File: config.mk
export PLATFORM = sky130hd
export DESIGN_NAME = super_stop_watch_ctrl
export DESIGN_NICKNAME = d
export VERILOG_FILES = /design/src/rtl/super_stop_watch_ctrl.sv
export SDC_FILE = /design/constraint.sdc
export NUM_CORES = 1
export LEC_CHECK = 0
export CAP_MARGIN = 15
export CORE_MARGIN = 10
export CORE_UTILIZATION = 51
export DETAILED_ROUTE_END_ITERATION = 16
export GPL_TIMING_DRIVEN = 0
export PLACE_DENSITY = 0.88
export SLEW_MARGIN = 20
export SYNTH_ARGS = -nofsm -noshare
export SYNTH_HDL_FRONTEND = slang
export SYNTH_SLANG_ARGS = --single-unit
File: constraint.sdc
create_clock -name i_clk -period 2 [get_ports i_clk]
set_clock_uncertainty 0.05 [all_clocks]
set_input_delay 0.5 -clock i_clk [delete_from_list [all_inputs] [get_ports i_clk]]
set_output_delay 0.5 -clock i_clk [all_outputs]
set_load 0.005 [all_outputs]
File: src/rtl/super_stop_watch_ctrl.sv
// ---------------------------------------------------------------------------
// super_stop_watch_ctrl
//   Run/pause/clear controller and BCD time-counter chain for the eight-digit
//   stopwatch (HH MM SS hh). Prescales i_clk to a 10 ms tick, sequences
//   counting with a small FSM and drives digit nibbles d7..d0 to the two
//   four-digit scan displays (d3..d0 -> display 0, d7..d4 -> display 1).
//
// Parameters
//   TICK_DIV      clock cycles per 10 ms tick (>= 2)
//
// Ports
//   i_clk         system clock, rising edge
//   i_reset       asynchronous, active-high reset
//   i_start_stop  debounced level; rising edge toggles run/pause
//   i_clr         debounced level; high forces IDLE and zeroes digits
//   i_lap         debounced level; rising edge toggles lap freeze
//   o_d7..o_d0    BCD digits (hours, minutes, seconds, hundredths)
//   o_running     high in RUN
//   o_ovf         high in FULL (saturated at 99:59:59.99)
//   o_lap_active  high while displayed digits are frozen
//
// Build option
//   STOP_WATCH_LAP_EN  when defined, adds the lap-freeze snapshot; otherwise
//                      i_lap is ignored and o_lap_active is tied low.
//
// state   | meaning
// S_IDLE  | cleared, digits zero, prescaler zero
// S_RUN   | prescaler running, chain increments on tick
// S_PAUSE | prescaler and digits held
// S_FULL  | saturated at 99:59:59.99, only clr exits
// ---------------------------------------------------------------------------
module super_stop_watch_ctrl #(
  parameter int TICK_DIV = 1000000
) (
  input  logic       i_clk,
  input  logic       i_reset,
  input  logic       i_start_stop,
  input  logic       i_clr,
  input  logic       i_lap,
  output logic [3:0] o_d7,
  output logic [3:0] o_d6,
  output logic [3:0] o_d5,
  output logic [3:0] o_d4,
  output logic [3:0] o_d3,
  output logic [3:0] o_d2,
  output logic [3:0] o_d1,
  output logic [3:0] o_d0,
  output logic       o_running,
  output logic       o_ovf,
  output logic       o_lap_active
);

  typedef enum logic [1:0] {S_IDLE, S_RUN, S_PAUSE, S_FULL} state_t;

  localparam int PW = (TICK_DIV > 2) ? $clog2(TICK_DIV) : 1;
  localparam logic [PW-1:0] PRESC_TC = PW'(TICK_DIV - 1);
  // Wrap value of each digit, index 0 = hundredths units.
  localparam logic [7:0][3:0] DIG_MAX = {4'd9, 4'd9, 4'd5, 4'd9, 4'd5, 4'd9, 4'd9, 4'd9};

  state_t           r_state, w_next;
  logic [PW-1:0]    r_presc;
  logic [7:0][3:0]  r_dig;
  logic [7:0][3:0]  w_dig_inc;
  logic [7:0][3:0]  w_disp;
  logic             r_ss_prev, r_lap_prev;
  logic             w_ss_edge, w_tick, w_sat;

  assign w_ss_edge = i_start_stop & ~r_ss_prev;
  assign w_tick    = (r_state == S_RUN) && (r_presc == PRESC_TC);

  // Ripple increment: a digit advances only when every lower digit wraps.
  // w_sat flags that all digits sit at their maximum (99:59:59.99).
  always_comb begin
    logic carry;
    carry     = 1'b1;
    w_dig_inc = r_dig;
    for (int i = 0; i < 8; i++) begin
      if (carry) begin
        if (r_dig[i] == DIG_MAX[i]) begin
          w_dig_inc[i] = 4'd0;
        end else begin
          w_dig_inc[i] = r_dig[i] + 4'd1;
          carry        = 1'b0;
        end
      end
    end
    w_sat = carry;
  end

  always_comb begin
    w_next = r_state;
    if (i_clr) begin
      w_next = S_IDLE;
    end else begin
      case (r_state)
        S_IDLE:  if (w_ss_edge) w_next = S_RUN;
        // Saturation wins over a coincident start edge.
        S_RUN:   if (w_tick && w_sat) w_next = S_FULL;
                 else if (w_ss_edge)  w_next = S_PAUSE;
        S_PAUSE: if (w_ss_edge) w_next = S_RUN;
        default: w_next = S_FULL;
      endcase
    end
  end

  always_ff @(posedge i_clk or posedge i_reset) begin
    if (i_reset) begin
      r_state    <= S_IDLE;
      // Prev registers reset high so a button held through reset is no edge.
      r_ss_prev  <= 1'b1;
      r_lap_prev <= 1'b1;
    end else begin
      r_state    <= w_next;
      r_ss_prev  <= i_start_stop;
      r_lap_prev <= i_lap;
    end
  end

  always_ff @(posedge i_clk or posedge i_reset) begin
    if (i_reset) begin
      r_presc <= '0;
      r_dig   <= '0;
    end else if (i_clr) begin
      r_presc <= '0;
      r_dig   <= '0;
    end else if (r_state == S_RUN) begin
      r_presc <= w_tick ? '0 : r_presc + 1'b1;
      if (w_tick && !w_sat) r_dig <= w_dig_inc;
    end else if (r_state == S_IDLE) begin
      r_presc <= '0;
    end
  end

`ifdef STOP_WATCH_LAP_EN
  logic            r_lap_hold;
  logic [7:0][3:0] r_snap;
  logic            w_lap_edge;

  assign w_lap_edge = i_lap & ~r_lap_prev;

  always_ff @(posedge i_clk or posedge i_reset) begin
    if (i_reset) begin
      r_lap_hold <= 1'b0;
      r_snap     <= '0;
    end else if (i_clr || (r_state == S_RUN && w_next == S_FULL)) begin
      r_lap_hold <= 1'b0;
    end else if ((r_state == S_RUN || r_state == S_PAUSE) && w_lap_edge) begin
      r_lap_hold <= ~r_lap_hold;
      if (!r_lap_hold) r_snap <= r_dig;
    end
  end

  assign w_disp       = r_lap_hold ? r_snap : r_dig;
  assign o_lap_active = r_lap_hold;
`else
  logic w_lap_unused;
  assign w_lap_unused = r_lap_prev;
  assign w_disp       = r_dig;
  assign o_lap_active = 1'b0;
`endif

  assign o_d0      = w_disp[0];
  assign o_d1      = w_disp[1];
  assign o_d2      = w_disp[2];
  assign o_d3      = w_disp[3];
  assign o_d4      = w_disp[4];
  assign o_d5      = w_disp[5];
  assign o_d6      = w_disp[6];
  assign o_d7      = w_disp[7];
  assign o_running = (r_state == S_RUN);
  assign o_ovf     = (r_state == S_FULL);

endmodule

-- Word-level counts from Yosys, hierarchy flattened
Cells that the tools add are included.
- muxes and demuxes: 42
- reduce and logical (&&, ||, !) cells: 25
- add/subtract/negate cells: 9
- bitwise operators: 2
- eq/ne operators: 14
- operators with widths (operator ; count):
    32-bit two-way mux ; 3
    20-bit two-way mux ; 4
    4-bit two-way mux ; 15
    4-bit by 1-bit adder with 4-bit output (second input constant) ; 8
    4-bit equality test (second input constant) ; 6
    3-bit AND reduction ; 7
    20-bit by 1-bit adder with 20-bit output (second input constant) ; 1
    20-bit equality test (second input constant) ; 1
    2-bit nonzero test ; 9
    1-bit two-way mux ; 15
    4-bit by 3-bit equality test with 1-bit output (second input constant) ; 2
    2-bit two-way mux ; 4
    2-bit equality test (second input constant) ; 2
    4-bit by 2-bit != test with 1-bit output (second input constant) ; 1
    2-bit case mux with 2 select lines ; 1
    2-bit AND reduction ; 2
    1-bit logical AND ; 3
    3-bit by 1-bit != test with 1-bit output (second input constant) ; 1
    3-bit nonzero test ; 1
    2-bit by 1-bit equality test with 1-bit output (second input constant) ; 1
    2-bit zero test ; 1
    2-bit OR reduction ; 1
    1-bit bitwise AND ; 1
    1-bit zero test ; 1
    1-bit NOT ; 1
- word-level logic and storage cells: 103
- register bits after elaboration: 55
- output and inout port bits: 35
- input bits: 5

-- Depth between registers and ports, before layout
- depth after elaboration: 14
- gate-level depth with buffers: 9
- mapped depth without buffers: 7

-- Worst setup path after synthesis
Ideal clock, no wire load.
- kind: flip-flop to flip-flop
- start point: reg r_dig (netlist bit o_d0[1])
- end point: reg r_dig (netlist bit o_d6[1])
- arrival time: 1.991 ns
- required time: 1.823 ns
- period minus slack after synthesis: 2.168 ns
- library setup time: 0.127 ns
- setup slack: -0.168 ns
- buffers on the path: 0
- stages on the path, launching flop included: 8
- cell sequence: dfrtp_1 -> inv_1 -> ha_1 -> nand3b_4 -> nor4_4 -> nand4_4 -> or2_1 -> mux2_1
- longest elaborated chain between the ends: 13
- elaborated cells between the ends (all ways): 14
- classes of those cells: 1 x eq/ne; 8 x mux; 5 x reduce/logical
- ends and longest elaborated chain (what ; RTL line ; text):
    from (decl) ; 62 ; logic [7:0][3:0] r_dig;
    from (signal assigned) ; 128 ; if (w_tick && !w_sat) r_dig <= w_dig_inc;
    4-bit equality test (*) ; 79 ; if (r_dig[i] == DIG_MAX[i]) begin
    1-bit two-way mux (*) ; 79 ;
    1-bit two-way mux (*) (5 in a row) ; 78 ; if (carry) begin
    1-bit two-way mux (2 in a row) ; 78 ;
    1-bit zero test ; 128 ;
    1-bit logical AND ; 128 ;
    2-bit nonzero test (no source line) ; n/a ;
    3-bit AND reduction (no source line) (*) ; n/a ;
Mark *: on every way between the ends. The rest lies on a longest branch, timed or not.
A chain may end at the register's enable or synchronous reset.

-- Final worst setup path
- start point: reg r_dig (netlist bit o_d6[1])
- end point: reg r_dig (netlist bit o_d1[1])
- longest elaborated chain between the ends: 8
- ends and longest elaborated chain (what ; RTL line):
    4-bit equality test ; 79
    1-bit two-way mux ; 79
    1-bit two-way mux (2 in a row) ; 78
    1-bit zero test ; 128
    1-bit logical AND ; 128
    2-bit nonzero test (no source line) ; n/a
    3-bit AND reduction (no source line) ; n/a
Every way passes these cells.

==> out/results.ini <==
[place]
postPlaceCellArea_um2=3840
hpwlAfterDp_um=6100
globalplace.congestion=0.896
dp_slack_ps=-427
post-place-cells=481
port_buffers=36

[die]
die_h_um=101
die-area_um2=10200
initial_utilization=0.526
die_x_um=101
ioPinCount=40
core_area_um2=6390
row_count=29

[sta]
timing.fmax_ghz=0.441
drv_slew=0
finalCriticalPeriod_ps=2270
worst_slack_ps=-266
hold_viol=0
maxSlewHeadroom=0.525
whs_ps=501
finalSetupViolCount=34
timing.final.crit_share=1.13
worst_slew_pin_slew_ps=713
rsz0062_at_grt=yes

[critical_path]
path_max_fanout=5
critPathCaptureType=flip-flop
crit_arrival_ps=2390
start_kind=flip-flop
reg2reg_slack_ps=-270
path_class=flip-flop to flip-flop
required_ps=2120

[pwr]
p_per_area_nw_per_um2=410
peakVddDrop_uv=315
cellLeakagePower_uw=0.00208
total_power_uw=1940

[synth]
synth_compound_area_frac=0.167
netlist_instances=368
synthSimpleGateAreaFrac=0.290
async_flop_share=1.00
avgSynthCellArea_um2=9.12
synth_flop_cell=dfrtp_1
synth_edf_count=0
synth_seq_area_share=0.410
yosys_warnings=0
synth-seq-cells=55
synth_top_family_by_area=simple AND/OR/NAND/NOR gates
syn_area_um2=3360
synth_cell_types=58
synth_fa_ha_area_frac=0.0634
synth_xor_xnor_area_share=0.00522
syn_nets=390
synth.mux.area_fraction=0.0186

[cells_and_area]
fin_area_um2=4740
fin_cells=551
fin_nets=495
drive_above_1_share=0.278
area_growth_pct=41.2
n_antenna_cell=0

[drt]
dr_total_vias=3796
dr.pass1.iters=6
wl_per_cell_um=21.5
drc=0
drtIter0Drc=500
via_per_inst=6.89
drtAntennaViolNets=0
drt-total-wl_um=11900

[cts]
cts_buffers=5
cts-root-buf=clkbuf_8
cts.sink_count=55
path_clk_slew_ps=100
h-tree-depth=2
clk_latency_ps=320
holdBufCountCts=0
cts_tree=done
clk_path_buf_depth=2

[global_route]
grt_pass1_vias=3416
grt_overflow=0
antenna_found_initial=0
grt.total_usage=0.197
grt_pass1_wl_um=16600
grt_max_degree=56

[status]
outcome=finished with violations
violations=setup timing

[min_path]
hp-class=flip-flop to flip-flop

[run]
drv_cap=0

-- layer usage --
metal | vias to the layer above | GRT usage | part of all wire
met3 | 88 | 0.0388 | 0.10
met1 | 1825 | 0.237 | 0.36
li1 | 1578 | - | -
met2 | 305 | 0.334 | 0.49
met4 | 0 | 0.0836 | 0.057
met5 | - | 0 | 0
-- synth_stat cells (3+ instances only) --
master,instances,area share
and3b_1,5,0.013
nor4_1,6,0.011
clkbuf_1,7,0.0078
buf_4,3,0.0067
nand2_1,31,0.035
nand3b_1,6,0.013
nand2b_1,5,0.0093
nand4_1,10,0.019
or4_1,10,0.022
or3_1,14,0.026
a21oi_1,29,0.043
nor3_1,4,0.0060
a211oi_1,3,0.0067
a31oi_1,11,0.021
mux2i_1,4,0.012
o21ai_0,28,0.042
ha_1,17,0.063
buf_2,3,0.0045
nor2_1,22,0.025
nand3_1,23,0.034
nor2b_1,4,0.0075
and2_1,3,0.0056
inv_1,20,0.022
o311ai_0,3,0.0078
dfrtp_1,54,0.40
-- through the flow --
stage	util	setup TNS (ps)
finish	0.742	-5270
global placement	0.600	-60840
floorplan	-	-964
CTS	0.701	-1870
detailed placement	0.601	-13480
global route	0.742	-7890
-- worst max-delay path: stages (launching register included) --
cell and delay, ps:
dfrtp_1 410, inv_2 90, ha_4 120, nand3b_1 190
or4_4 630, o211ai_4 260, buf_4 180, or4_1 110
a21oi_1 70
-- cell families (layout without fill, tap and decap cells) --
family | Yosys count | after routing
AOI/OAI and AO/OA | 93 | 94
xor gates and xnor gates | 2 | 2
adders and majority gates | 17 | 17
buffers and inverters | 34 | 139
DFF | 55 | 55
muxes | 6 | 6
other | 1 | 1
and+or+nand+nor | 160 | 160
-- placed cells by master (no fill, tap or decap), types with 4 or more instances in the layout --
cell / n
a21oi_1: 26
a21oi_2: 4
a31oi_1: 11
and3b_1: 5
buf_4: 57
buf_6: 8
clkbuf_1: 7
clkbuf_8: 8
clkdlybuf4s50_1: 33
dfrtp_1: 52
ha_1: 10
ha_4: 7
inv_1: 15
inv_2: 4
mux2i_1: 4
nand2_1: 30
nand2b_1: 5
nand3_1: 22
nand3b_1: 6
nand4_1: 10
nor2_1: 20
o21ai_0: 18
o21ai_1: 10
or3_1: 12
or4_1: 8
-- final cells by class --
class	instances	area [um^2]
multi-input combinational	280	2130
fill	389	1650
sequential	55	1380
timing repair buffer	98	861
clock buffer	8	100
buffer	13	100
tap	77	96.3
inverter	20	77.6
-- worst paths after layout --
path	end	start	cells after the start
worst max-delay path	o_d1[1]$_DFFE_PP0P_	o_d6[1]$_DFFE_PP0P_	8
worst min register to register	r_presc[16]$_DFFE_PP0P_	r_presc[16]$_DFFE_PP0P_	1
worst max register to register	o_d1[1]$_DFFE_PP0P_	o_d6[1]$_DFFE_PP0P_	8
min in group asynchronous	o_d4[3]$_DFFE_PP0P_	i_reset	2
max in group asynchronous	o_d2[0]$_DFFE_PP0P_	i_reset	2
worst min-delay path	r_presc[16]$_DFFE_PP0P_	r_presc[16]$_DFFE_PP0P_	1
-- registers in the layout, summed over array words and instances (netlist names) --
| name | cells |
|---|---|
| o_d7 | 4 |
| o_d5 | 4 |
| o_d4 | 4 |
| o_d3 | 4 |
| o_d6 | 4 |
| o_d0 | 4 |
| r_state | 2 |
| o_d2 | 4 |
| o_d1 | 4 |
| r_ss_prev | 1 |
| r_presc | 20 |
-- repair_timing --
item                                    in CTS  in global routing
cloned                                       1                  1
setup buffers                               44                 17
endpoints found under the setup margin      52                 51
resized for setup                           48                 35
pin swaps                                   18                 13
-- power by group --
part	switching, uW	leakage, uW	internal (uW)
registers	6.87	0.000760	1120
logic	83.3	0.00127	38.0
clock network	378	0.0000515	317
Power figures use the tool's default switching activity.
